===== src/rtl/game_pkg.sv =====
// Shared types for the penalty-game sequencer: screen states, play mode and the
// pending screen-change payload.
package game_pkg;

    localparam int unsigned SCORE_W = 4;

    typedef enum logic [2:0] {
        START   = 3'd0,
        KEEPER  = 3'd1,
        SHOOTER = 3'd2,
        WINNER  = 3'd3,
        LOOSER  = 3'd4
    } game_state_t;

    typedef enum logic {
        SINGLE = 1'b0,
        MULTI  = 1'b1
    } game_mode_t;

    // Everything that changes together when a frame-boundary commit happens
    typedef struct packed {
        game_state_t          state;
        game_mode_t           mode;
        logic [SCORE_W-1:0]   rounds;
        logic [SCORE_W-1:0]   player;
        logic [SCORE_W-1:0]   opp;
        logic                 scored;
    } game_req_t;

    function automatic logic [SCORE_W-1:0] sat_inc(input logic [SCORE_W-1:0] v,
                                                   input logic               inc);
        if (inc && (v != {SCORE_W{1'b1}})) return v + SCORE_W'(1);
        return v;
    endfunction

endpackage


===== src/rtl/game_fsm_ctrl_frame_edge_det.sv =====
// Rising-edge detector for vblnk; the pulse marks the first cycle vblnk is seen high.
module frame_edge_det (
    input  logic clk,
    input  logic rst,
    input  logic vblnk,
    output logic frame_edge_c
);
    logic vblnk_q;

    always_ff @(posedge clk) begin
        if (rst) vblnk_q <= 1'b0;
        else     vblnk_q <= vblnk;
    end

    assign frame_edge_c = vblnk & ~vblnk_q;

endmodule


===== src/rtl/game_fsm_ctrl.sv =====
// Penalty-game sequencer: turns, scores and screen state, with every change held
// in a pending register and committed only at a frame boundary.
module game_fsm_ctrl
    import game_pkg::*;
#(
    parameter int unsigned ROUNDS       = 5,
    parameter int unsigned MAX_ROUNDS   = 15,
    parameter int unsigned SHOT_TIMEOUT = 200_000_000,
    parameter int unsigned END_HOLD     = 300
) (
    input  logic               clk,
    input  logic               rst,
    input  logic               start_btn,
    input  logic               mode_sel,
    input  logic               shot_done,
    input  logic               goal,
    input  logic               vblnk,
    output game_state_t        game_state,
    output game_mode_t         game_mode,
    output logic [SCORE_W-1:0] round_counter,
    output logic [SCORE_W-1:0] score_player,
    output logic [SCORE_W-1:0] score_opp,
    output logic               is_scored,
    output logic               turn_active
);
    localparam int unsigned TMR_W  = (SHOT_TIMEOUT > 1) ? $clog2(SHOT_TIMEOUT) : 1;
    localparam int unsigned HOLD_W = (END_HOLD > 1) ? $clog2(END_HOLD) : 1;

    logic               frame_edge;
    logic               pend, pend_n;
    game_req_t          req, req_n, cur;
    logic [TMR_W-1:0]   tmr, tmr_n;
    logic [HOLD_W-1:0]  hold, hold_n;
    game_state_t        state_n, kp_next;
    game_mode_t         mode_n;
    logic [SCORE_W-1:0] round_n, player_n, opp_n, kp_opp, kp_round;
    logic               scored_n, active_n;
    logic               timeout, resolve, result, hold_done;

    frame_edge_det u_edge (
        .clk          (clk),
        .rst          (rst),
        .vblnk        (vblnk),
        .frame_edge_c (frame_edge)
    );

    assign cur = '{state: game_state, mode: game_mode, rounds: round_counter,
                   player: score_player, opp: score_opp, scored: is_scored};

    // A timeout resolves the turn as a miss; a coincident shot_done carries its goal
    assign timeout   = (tmr == TMR_W'(SHOT_TIMEOUT - 1));
    assign resolve   = turn_active && !pend && (shot_done || timeout);
    assign result    = shot_done && goal;
    assign hold_done = (hold == HOLD_W'(END_HOLD - 1));
    assign kp_opp    = sat_inc(score_opp, result);
    assign kp_round  = sat_inc(round_counter, 1'b1);

    // End-of-round decision on the post-update round count and scores
    always_comb begin
        kp_next = LOOSER;
        if (kp_round < SCORE_W'(ROUNDS))
            kp_next = SHOOTER;
        else if (score_player != kp_opp)
            kp_next = (score_player > kp_opp) ? WINNER : LOOSER;
        else if (kp_round < SCORE_W'(MAX_ROUNDS))
            kp_next = SHOOTER;
    end

    always_comb begin
        state_n  = game_state;
        mode_n   = game_mode;
        round_n  = round_counter;
        player_n = score_player;
        opp_n    = score_opp;
        scored_n = is_scored;
        active_n = turn_active;
        pend_n   = pend;
        req_n    = req;
        tmr_n    = tmr;
        hold_n   = hold;

        if (pend) begin
            if (frame_edge) begin
                state_n  = req.state;
                mode_n   = req.mode;
                round_n  = req.rounds;
                player_n = req.player;
                opp_n    = req.opp;
                scored_n = req.scored;
                active_n = (req.state == SHOOTER) || (req.state == KEEPER);
                pend_n   = 1'b0;
                tmr_n    = '0;
                hold_n   = '0;
            end
        end else begin
            req_n = cur;
            case (game_state)
                START: begin
                    if (start_btn) begin
                        pend_n       = 1'b1;
                        req_n.state  = SHOOTER;
                        req_n.mode   = game_mode_t'(mode_sel);
                        req_n.rounds = '0;
                        req_n.player = '0;
                        req_n.opp    = '0;
                        req_n.scored = 1'b0;
                    end
                end
                SHOOTER: begin
                    if (resolve) begin
                        pend_n       = 1'b1;
                        req_n.state  = KEEPER;
                        req_n.player = sat_inc(score_player, result);
                        req_n.scored = result;
                    end
                end
                KEEPER: begin
                    if (resolve) begin
                        pend_n       = 1'b1;
                        req_n.state  = kp_next;
                        req_n.opp    = kp_opp;
                        req_n.rounds = kp_round;
                        req_n.scored = result;
                    end
                end
                WINNER, LOOSER: begin
                    if (start_btn || hold_done) begin
                        pend_n      = 1'b1;
                        req_n.state = START;
                    end else if (frame_edge) begin
                        hold_n = hold + HOLD_W'(1);
                    end
                end
                default: begin
                    pend_n      = 1'b1;
                    req_n.state = START;
                end
            endcase

            if (pend_n)           active_n = 1'b0;
            else if (turn_active) tmr_n    = tmr + TMR_W'(1);
        end
    end

    always_ff @(posedge clk) begin
        if (rst) begin
            game_state    <= START;
            game_mode     <= MULTI;
            round_counter <= '0;
            score_player  <= '0;
            score_opp     <= '0;
            is_scored     <= 1'b0;
            turn_active   <= 1'b0;
            pend          <= 1'b0;
            req           <= '0;
            tmr           <= '0;
            hold          <= '0;
        end else begin
            game_state    <= state_n;
            game_mode     <= mode_n;
            round_counter <= round_n;
            score_player  <= player_n;
            score_opp     <= opp_n;
            is_scored     <= scored_n;
            turn_active   <= active_n;
            pend          <= pend_n;
            req           <= req_n;
            tmr           <= tmr_n;
            hold          <= hold_n;
        end
    end

endmodule


===== config.mk =====
export PLATFORM = sky130hd
export DESIGN_NAME = game_fsm_ctrl
export DESIGN_NICKNAME = d
export VERILOG_FILES = /design/src/rtl/game_pkg.sv /design/src/rtl/game_fsm_ctrl_frame_edge_det.sv /design/src/rtl/game_fsm_ctrl.sv
export SDC_FILE = /design/constraint.sdc
export NUM_CORES = 1
export LEC_CHECK = 0
export BUFFER_PORTS_ARGS = -buffer_cell sky130_fd_sc_hd__buf_2
export CORE_MARGIN = 1.5
export CORE_UTILIZATION = 45
export DETAILED_ROUTE_END_ITERATION = 7
export HOLD_SLACK_MARGIN = 0.06
export PLACE_DENSITY = 0.7
export SLEW_MARGIN = 40
export SYNTH_ARGS = -nofsm -noshare
export SYNTH_HDL_FRONTEND = slang
export SYNTH_SLANG_ARGS = --single-unit

===== constraint.sdc =====
create_clock -name clk -period 4.1 [get_ports clk]
set_input_delay 0.82 -clock clk [delete_from_list [all_inputs] [get_ports clk]]
set_output_delay 0.82 -clock clk [all_outputs]
set_load 0.03 [all_outputs]

==> Word-level counts from Yosys, hierarchy flattened <==
Index checks and enable logic that the tools add are counted.
{ "op_classes": {"add_sub_neg": 5, "n_mul": 0, "div": 0, "order_cmp": 3, "n_eq_ne": 16, "shifts": 0, "n_mux": 49, "n_bitwise": 2, "reduce_logical": 19} }
{ "ops": {"columns": ["op", "n"], "rows": [
  ["two-way mux 28 bit", 4],
  ["two-way mux 9 bit", 5],
  ["two-way mux 4 bit", 8],
  ["adder 28 x 1 -> 28 bit (second input constant)", 1],
  ["equality test 28 bit (second input constant)", 1],
  ["case mux 4 bit (2 select lines)", 3],
  ["two-way mux 3 bit", 7],
  ["two-way mux 1 bit", 17],
  ["two-way mux 17 bit", 1],
  ["adder 4 x 1 -> 4 bit (second input constant)", 3],
  ["inequality test 4 bit (second input constant)", 3],
  ["case mux 3 bit (4 select lines)", 1],
  ["adder 9 x 1 -> 9 bit (second input constant)", 1],
  ["equality test 3 x 2 -> 1 bit (second input constant)", 3],
  ["equality test 9 bit (second input constant)", 1],
  ["equality test 3 x 1 -> 1 bit (second input constant)", 2],
  ["inequality test 2 bit (second input constant)", 3],
  ["case mux 1 bit (3 select lines)", 2],
  ["nonzero test 2 bit", 3],
  ["logical AND 1 bit", 5],
  ["two-way mux 5 bit", 1],
  ["> comparator 4 bit", 1],
  ["less-than comparator 4 x 3 -> 1 bit (second input constant)", 1],
  ["less-than comparator 4 bit (second input constant)", 1],
  ["12 further kinds", 16]
]} }
{ "word_totals": {"regBits": 74, "latchBits": 0, "mem_bits_rw": 0, "rom_bits": 0, "in_bits": 7, "wordCells": 111, "mem_count": 0} }

==> Longest topological paths before layout <==
Gate-level depths: netlist of the first run.
{ "depth": {"depth_word": 10, "ltp_mapped": 10, "mapped_depth_nobuf": 10} }

==> Hierarchy <==
A second synthesis of the first run with hierarchy kept.
{ "hier_totals": {"cells_unflattened": 505, "hier_area_um2": 4033.9} }
{ "modules_own_cells": {"columns": ["module", "n_inst", "cells_per_inst", "area_each_um2", "seq_area_each_um2"], "rows": [
  ["game_fsm_ctrl", 1, 502, 3986.3, 1461.4],
  ["frame_edge_det", 1, 3, 47.5, 20.0]
]} }

==> Worst setup path before layout of the first run <==
OpenSTA, ideal clock, no wires.
{ "synth_path": {"path_kind": "input port to flip-flop", "start": "input goal", "end": "register req[15] (netlist name)", "setup_ns": 0.133, "arrival_ns": 2.580, "path_slack_ns": 1.387, "cell_stages": 10, "n_path_buf": 0, "path_cell_list": "nand2_1 -> a31o_2 -> mux2i_1 -> ha_1 -> nor2b_1 -> o211ai_1 -> a21boi_0 -> a211o_1 -> a221oi_1 -> a211oi_1"} }
{ "synth_via": {"elab_chain_len": 10, "word_cells_on_any_way": 11} }
{ "synth_rtl": {"columns": ["item", "line", "rtl"], "rows": [
  ["start: declaration", "game_fsm_ctrl.sv:16", "input logic goal,"],
  ["logical AND 1 bit (*)", "game_fsm_ctrl.sv:53", "assign result = shot_done && goal;"],
  ["logical AND 1 bit (*)", "game_pkg.sv:32", "if (inc && (v != {SCORE_W{1'b1}})) return v + SCORE_W'(1);"],
  ["two-way mux 1 bit (*)", "game_pkg.sv:32", null],
  ["two-way mux 4 bit (*)", "game_pkg.sv:33", "return v;"],
  ["> comparator 4 bit", "game_fsm_ctrl.sv:64", "kp_next = (score_player > kp_opp) ? WINNER : LOOSER;"],
  ["two-way mux 3 bit", "game_fsm_ctrl.sv:64", null],
  ["two-way mux 3 bit (*)", "game_fsm_ctrl.sv:63", "else if (score_player != kp_opp)"],
  ["two-way mux 3 bit (*)", "game_fsm_ctrl.sv:61", "if (kp_round < SCORE_W'(ROUNDS))"],
  ["two-way mux 3 bit (*)", "game_fsm_ctrl.sv:118", "if (resolve) begin"],
  ["case mux 3 bit (4 select lines) (*)", "game_fsm_ctrl.sv:97", "case (game_state)"],
  ["end signal: assignment", "game_fsm_ctrl.sv:167", "req <= req_n;"],
  ["end: declaration", "game_fsm_ctrl.sv:31", "game_req_t req, req_n, cur;"]
]} }
Every way passes the cells marked *; elsewhere a longest branch is shown, timed or not.
A chain may end at the register's enable or synchronous reset.

==> Worst setup path after layout of the first run <==
{ "layout_path": {"start": "register tmr[0]", "end": "register tmr[23]"} }
{ "layout_via": {"elab_chain_len": 8, "word_cells_on_any_way": 12} }
{ "layout_rtl": {"columns": ["item", "line", "rtl"], "rows": [
  ["start: declaration", "game_fsm_ctrl.sv:32", "logic [TMR_W-1:0] tmr, tmr_n;"],
  ["start signal: assignment", "game_fsm_ctrl.sv:168", "tmr <= tmr_n;"],
  ["branches (longest 8 deep; another with adder 28 x 1 -> 28 bit)", null, null]
]} }
Several ways; the timed one is not identified. The select of a mux whose other input is x is not followed.

==> flow_summary.json, run 1 <==
{
  "maxSlewHeadroom_pct": 41.08,
  "setup.worst_path.start_class": "register",
  "cap_violations": 0,
  "coreArea_mm2": 0.008806,
  "ctsResizeCount": 0,
  "synth_edf_count": 0,
  "ant_nets": 0,
  "diodes": 0,
  "crit_type": "register to register",
  "grt.total_usage_pct": 21.40,
  "max_freq_mhz": 345.5,
  "vdd_drop_max_uv": 154.5,
  "dp_slack_ns": 0.9704,
  "ys_types": 62,
  "slew_viol_final": 0,
  "viasPerCell": 6.144,
  "wire_per_inst_um": 15.60,
  "crit_required_ns": 4.33,
  "cts.reportedPaths.clkPinSlew_ns": 0.08,
  "placement.io_buffers": 24,
  "gp_congestion": 0.8351,
  "async_reset_ff_share_pct": 0,
  "rsz0062_at_grt": "false",
  "rows": 34,
  "grt_max_degree": 46,
  "seq_area_frac_synth_pct": 35.99,
  "powerDensity_mw_per_mm2": 331.9,
  "synthTopCellsByCount": "nand2_1 (76), dfxtp_1 (74), a21oi_1 (54), nor2_1 (28), clkbuf_1 (26)",
  "yosysTopAreaCellShare_pct": 35.99,
  "ys_warn_count": 0,
  "clk_latency_ns": 0.35,
  "tightest_slew_ns": 0.8616,
  "synth.net_count": 535,
  "hold_viol": 0,
  "period_share_pct": 70.60,
  "crit_arrival_ns": 3.13,
  "ctsHoldBuffers": 0,
  "tns_ns": 0,
  "grt_pass1_vias": 3602,
  "setup_ws_ns": 1.206,
  "dpl-instance-area_mm2": 0.004285,
  "syn_to_final_growth_pct": 9.392,
  "grt_pass1_wl_um": 17050,
  "hpwl_um": 6661,
  "fill_cells": 831,
  "drive_above_1_share_pct": 10.92,
  "layout.nets": 543,
  "yosysMostFrequentCell": "nand2_1",
  "p_leak_nw": 1.530,
  "cts_tree": "done",
  "dieArea_mm2": 0.009731,
  "root_buffer": "clkbuf_8",
  "syn_area_per_cell_um2": 7.931,
  "end_kind": "register",
  "vias": 3926,
  "ys_seq_elements": 74,
  "drtPass1Iterations": 7,
  "cts_buffers": 9,
  "drt-initial-drc-count": 319,
  "synth-main-ff-cell": "dfxtp_1",
  "io_pins": 25,
  "synth_area_leader_cell": "dfxtp_1",
  "drc": 0,
  "synth.top_cells.by_area": "dfxtp_1 (36%), nand2_1 (6.9%), a21oi_1 (6.6%)",
  "cts.path.max_buffers": 2,
  "clock_sinks": 74,
  "syn-cell-area_mm2": 0.004116,
  "critPathMaxFanout": 42,
  "fin_skew_ns": 0.006722,
  "min_path_type": "register to register",
  "initial_utilization_pct": 46.75,
  "overflow": 0,
  "antenna_found_initial": 0,
  "htree_num_levels": 3,
  "postCtsSetupBuffers": 0,
  "final-instance-count-excl-fill": 639,
  "wl_um": 9967,
  "status": "finished clean",
  "fin_crit_ns": 2.894,
  "postSynthCellCount": 519,
  "setup_violations": 0,
  "die_y_um": 98.65,
  "dp_cells": 624,
  "fin_hold_ws_ns": 0.4569,
  "die_w_um": 98.65,
  "design_area_mm2": 0.004503
}
[path summary, 6_finish.rpt]
check	startpoint	to	slack, ns	cells past startpoint
max	tmr[0]	tmr[23]	1.21	7
min	req[7]	score_player[2]	0.46	2
max reg2reg	tmr[0]	tmr[23]	1.21	7
min reg2reg	req[7]	score_player[2]	0.46	2
[cell type report]
type	instances	area, µm²	share of cell area (%)
clock inverters	4	76.32	1.695
inverters	5	18.77	0.4168
multi-input cells	406	2477	55.02
well taps	108	135.1	3.001
flip-flops and latches	74	1481	32.90
repair buffers	31	172.7	3.834
clock buffers	11	141.4	3.140
[critical path, cell delays in order (launching register included)]
cell,delay [ns]
dfxtp_1,0.40
ha_1,0.22
and4_1,0.47
nand2_2,0.21
o311ai_2,0.52
a21o_2,0.63
nor3_1,0.17
mux2i_1,0.15
[power breakdown]
| part | leakage [nW] | internal [W] | switching (W) | total, W |
|---|---|---|---|---|
| Combinational | 0.826 | 0.0000392 | 0.0000861 | 0.000125 |
| Clock | 0.106 | 0.000357 | 0.000272 | 0.000629 |
| Sequential | 0.599 | 0.000730 | 0.00000981 | 0.000740 |
[kinds of logic after synthesis]
kind of cell    count (synthesis)  synth area share, %
compound gates                134                21.10
xor+xnor                       13                2.766
simple gates                  242                31.49
mux                             8                2.006
flops                          74                35.99
buf+inv                        39                3.921
fa+ha+maj                       9                2.736
[placed cells by master, fill, tap and decap left out, types with 5 or more instances in the layout]
| cell type | count |
|---|---|
| nand2_1 | 76 |
| dfxtp_1 | 74 |
| a21oi_1 | 54 |
| nor2_1 | 28 |
| buf_2 | 24 |
| nor3_1 | 19 |
| nand3_1 | 18 |
| nand4_1 | 16 |
| nor2b_1 | 13 |
| o21ai_1 | 12 |
| or4_1 | 11 |
| or3_1 | 10 |
| clkbuf_8 | 10 |
| a221oi_1 | 9 |
| ha_1 | 9 |
| xnor2_1 | 8 |
| o21ai_0 | 8 |
| nor4_1 | 8 |
| and3_1 | 7 |
| buf_4 | 7 |
| mux2i_1 | 6 |
| o31ai_1 | 6 |
| nand3b_1 | 6 |
| inv_1 | 5 |
| and4_1 | 5 |
| o21a_1 | 5 |
| xor2_1 | 5 |
| o31a_1 | 5 |
| o211ai_1 | 5 |
| a211oi_1 | 5 |
[routing by layer]
metal	wire length [µm]	part of all wire, %	up-vias	track usage, %
li1	-	-	1948	-
met1	4731	47	1848	29.37
met2	4608	46	115	33.12
met3	497	5.0	15	5.106
met4	130	1.3	0	7.363
met5	0	0	-	0
[stage by stage]
stage / power, W / util [%]
floorplan: 0.0008499 / -
global placement: 0.0008778 / 48.62
detailed placement: 0.0008816 / 48.66
CTS: 0.001511 / 51.14
global route: 0.001561 / 51.14
finish: 0.001495 / 51.14
[flip-flops by register name, indices dropped and copies added (netlist names)]
name / flops
tmr: 28
req: 17
hold: 9
round_counter: 4
score_opp: 4
score_player: 4
game_state: 3
game_mode: 1
is_scored: 1
pend: 1
turn_active: 1
u_edge.vblnk_q: 1
Power figures use the tool's default switching activity.
==> run 2: changes to the inputs <==
--- a/config.mk
+++ b/config.mk
@@ -10,7 +10,7 @@
 export CORE_UTILIZATION = 45
 export DETAILED_ROUTE_END_ITERATION = 7
 export HOLD_SLACK_MARGIN = 0.06
-export PLACE_DENSITY = 0.7
+export PLACE_DENSITY = 0.72
 export SLEW_MARGIN = 40
 export SYNTH_ARGS = -nofsm -noshare
 export SYNTH_HDL_FRONTEND = slang
==> constraint.sdc (replaced) <==
create_clock -name clk -period 2.6 [get_ports clk]
set_input_delay 0.52 -clock clk [delete_from_list [all_inputs] [get_ports clk]]
set_output_delay 0.52 -clock clk [all_outputs]
set_load 0.03 [all_outputs]
==> run 2 against run 1 <==
- the run now ends with design-rule violations left
- sequential power up 58%
- clock-buffer cell count is 2 lower
- hold slack got worse by 0.074 ns
==> flow_summary.json, run 2 (synthesized netlist as in run 1, its figures left out) <==
{
  "status": "complete, but fails checks",
  "violations": "design-rule violations",
  "root_buffer": "clkbuf_8",
  "reg2reg_depth": 10,
  "antenna_found_initial": 0,
  "cap_violations": 0,
  "syn_to_final_growth_pct": 16.05,
  "htree_num_levels": 3,
  "seqCellArea_mm2": 0.001484,
  "drt-initial-drc-count": 246,
  "grt.total_usage_pct": 22.04,
  "cts_tree": "done",
  "layout_commonest_cell": "nand2_1",
  "setup_violations": 0,
  "hold_viol": 0,
  "clk_latency_ns": 0.36,
  "viasPerCell": 5.984,
  "vdd_drop_max_uv": 262.3,
  "min_path_cells": 2,
  "dieArea_mm2": 0.009731,
  "cts_buffers": 9,
  "cts.path.max_buffers": 2,
  "crit_type": "register to register",
  "wire_per_inst_um": 15.38,
  "initial_utilization_pct": 46.75,
  "crit_arrival_ns": 2.76,
  "tns_ns": 0,
  "gp_congestion": 0.9070,
  "r2r-start": "score_opp[0]",
  "min_delay_worst_endpoint": "u_edge.vblnk_q",
  "rrSetupSlack_ns": 0.13,
  "io_pins": 25,
  "placement.io_buffers": 24,
  "rows": 34,
  "max_freq_mhz": 404.2,
  "hold_start": "vblnk",
  "crit_required_ns": 2.89,
  "powerDensity_mw_per_mm2": 479.9,
  "slew_viol_final": 0,
  "grt_pass1_vias": 3674,
  "fin_util_pct": 54.25,
  "end_kind": "register",
  "coreArea_mm2": 0.008806,
  "top_regs": "tmr: 28 flops, req: 17 flops, hold: 9 flops",
  "critPathMaxFanout": 3,
  "hpwl_um": 7314,
  "cts.reportedPaths.clkPinSlew_ns": 0.08,
  "vias": 4033,
  "p_leak_nw": 1.694,
  "fin_crit_ns": 2.474,
  "final_cell_mix": "nand2_1 (76), dfxtp_1 (72), a21oi_1 (54)",
  "drtPass1Iterations": 7,
  "die_w_um": 98.65,
  "clock_sinks": 74,
  "overflow": 0,
  "ant_nets": 0,
  "regMostFlops": "tmr",
  "fin_total_pwr_w": 0.002293,
  "multi_input_comb_area_mm2": 0.002519,
  "crit_path_start": "score_opp[0]",
  "reg2reg_to": "req[16]",
  "drc": 1,
  "min_path_type": "input port to register",
  "tightest_slew_ns": 0.5575,
  "die_y_um": 98.65,
  "wl_um": 10370,
  "period_share_pct": 95.16,
  "drive_above_1_share_pct": 17.84,
  "setup.worst_path.start_class": "register",
  "grt_max_degree": 34,
  "layout.nets": 577,
  "diodes": 0,
  "fill_cells": 807,
  "fin_skew_ns": 0.01043,
  "largest_reg_flops": 28,
  "maxSlewHeadroom_pct": 62.70,
  "grt_pass1_wl_um": 17610
}
[run 2: cell count changes in the layout (fill, tap and decap cells not counted), sizes merged]
cell / change
buf: +34
inv: +1
clkinvlp: +1
bufinv: -1
clkbuf: -2
clkinv: +2
[run 2: through the flow]
step / setup WS, ns / cell area, µm² / cells / hold WS, ns
2_1_floorplan: 0.1207 / 4119 / 519 / 0.4244
3_3_place_gp: 0.03141 / 4532 / 657 / 0.4314
3_5_place_dp: -0.06788 / 4532 / 657 / 0.4454
4_1_cts: 0.01781 / 4726 / 673 / 0.3792
5_1_grt: -0.004064 / 4777 / 674 / 0.3961
6_report: 0.1259 / 4777 / 674 / 0.3824
[run 2: routing by layer]
layer,GRT usage (%),up-vias,share of wire [%]
met5,0,-,0
li1,-,2025,-
met1,29.81,1909,48
met3,3.759,14,4.2
met4,7.912,0,1.4
met2,35.58,85,47
[run 2: layout make-up]
cell class / instances / area share (%)
clock buffer: 9 / 2.593
clock inverter: 7 / 1.441
inverter: 5 / 0.3929
multi-input combinational: 406 / 52.72
sequential: 74 / 31.06
tap: 108 / 2.829
timing repair buffer: 65 / 8.958
[run 2: repair_timing]
action	in CTS	in global routing
endpoints found under the hold margin	0	0
hold buffers	0	0
setup buffers	0	1
pin swaps	0	4
gates resized for setup	1	9
endpoints found under the setup margin	1	18
[run 2: worst max-delay path by stage]
| stage | end | cells after the start |
|---|---|---|
| finish | req[16] | 10 |
| global placement | req[15] | 11 |
| global route | req[16] | 10 |
| floorplan | req[15] | 10 |
| detailed placement | req[15] | 11 |
| CTS | req[15] | 10 |
[run 2: report_power, final]
| group | switching (W) | internal [W] |
|---|---|---|
| Combinational | 0.000146 | 0.0000862 |
| Sequential | 0.0000150 | 0.00115 |
| Clock | 0.000453 | 0.000441 |
| Total | 0.000614 | 0.00168 |
[run 2: critical path, cell delays in order, from the launching register on]
cell,delay (ns)
dfxtp_2,0.33
ha_1,0.23
a31o_4,0.28
nor2_4,0.13
xnor2_2,0.08
ha_1,0.33
nand4_1,0.17
a21boi_1,0.19
a211o_1,0.27
o31a_1,0.29
o22ai_1,0.12
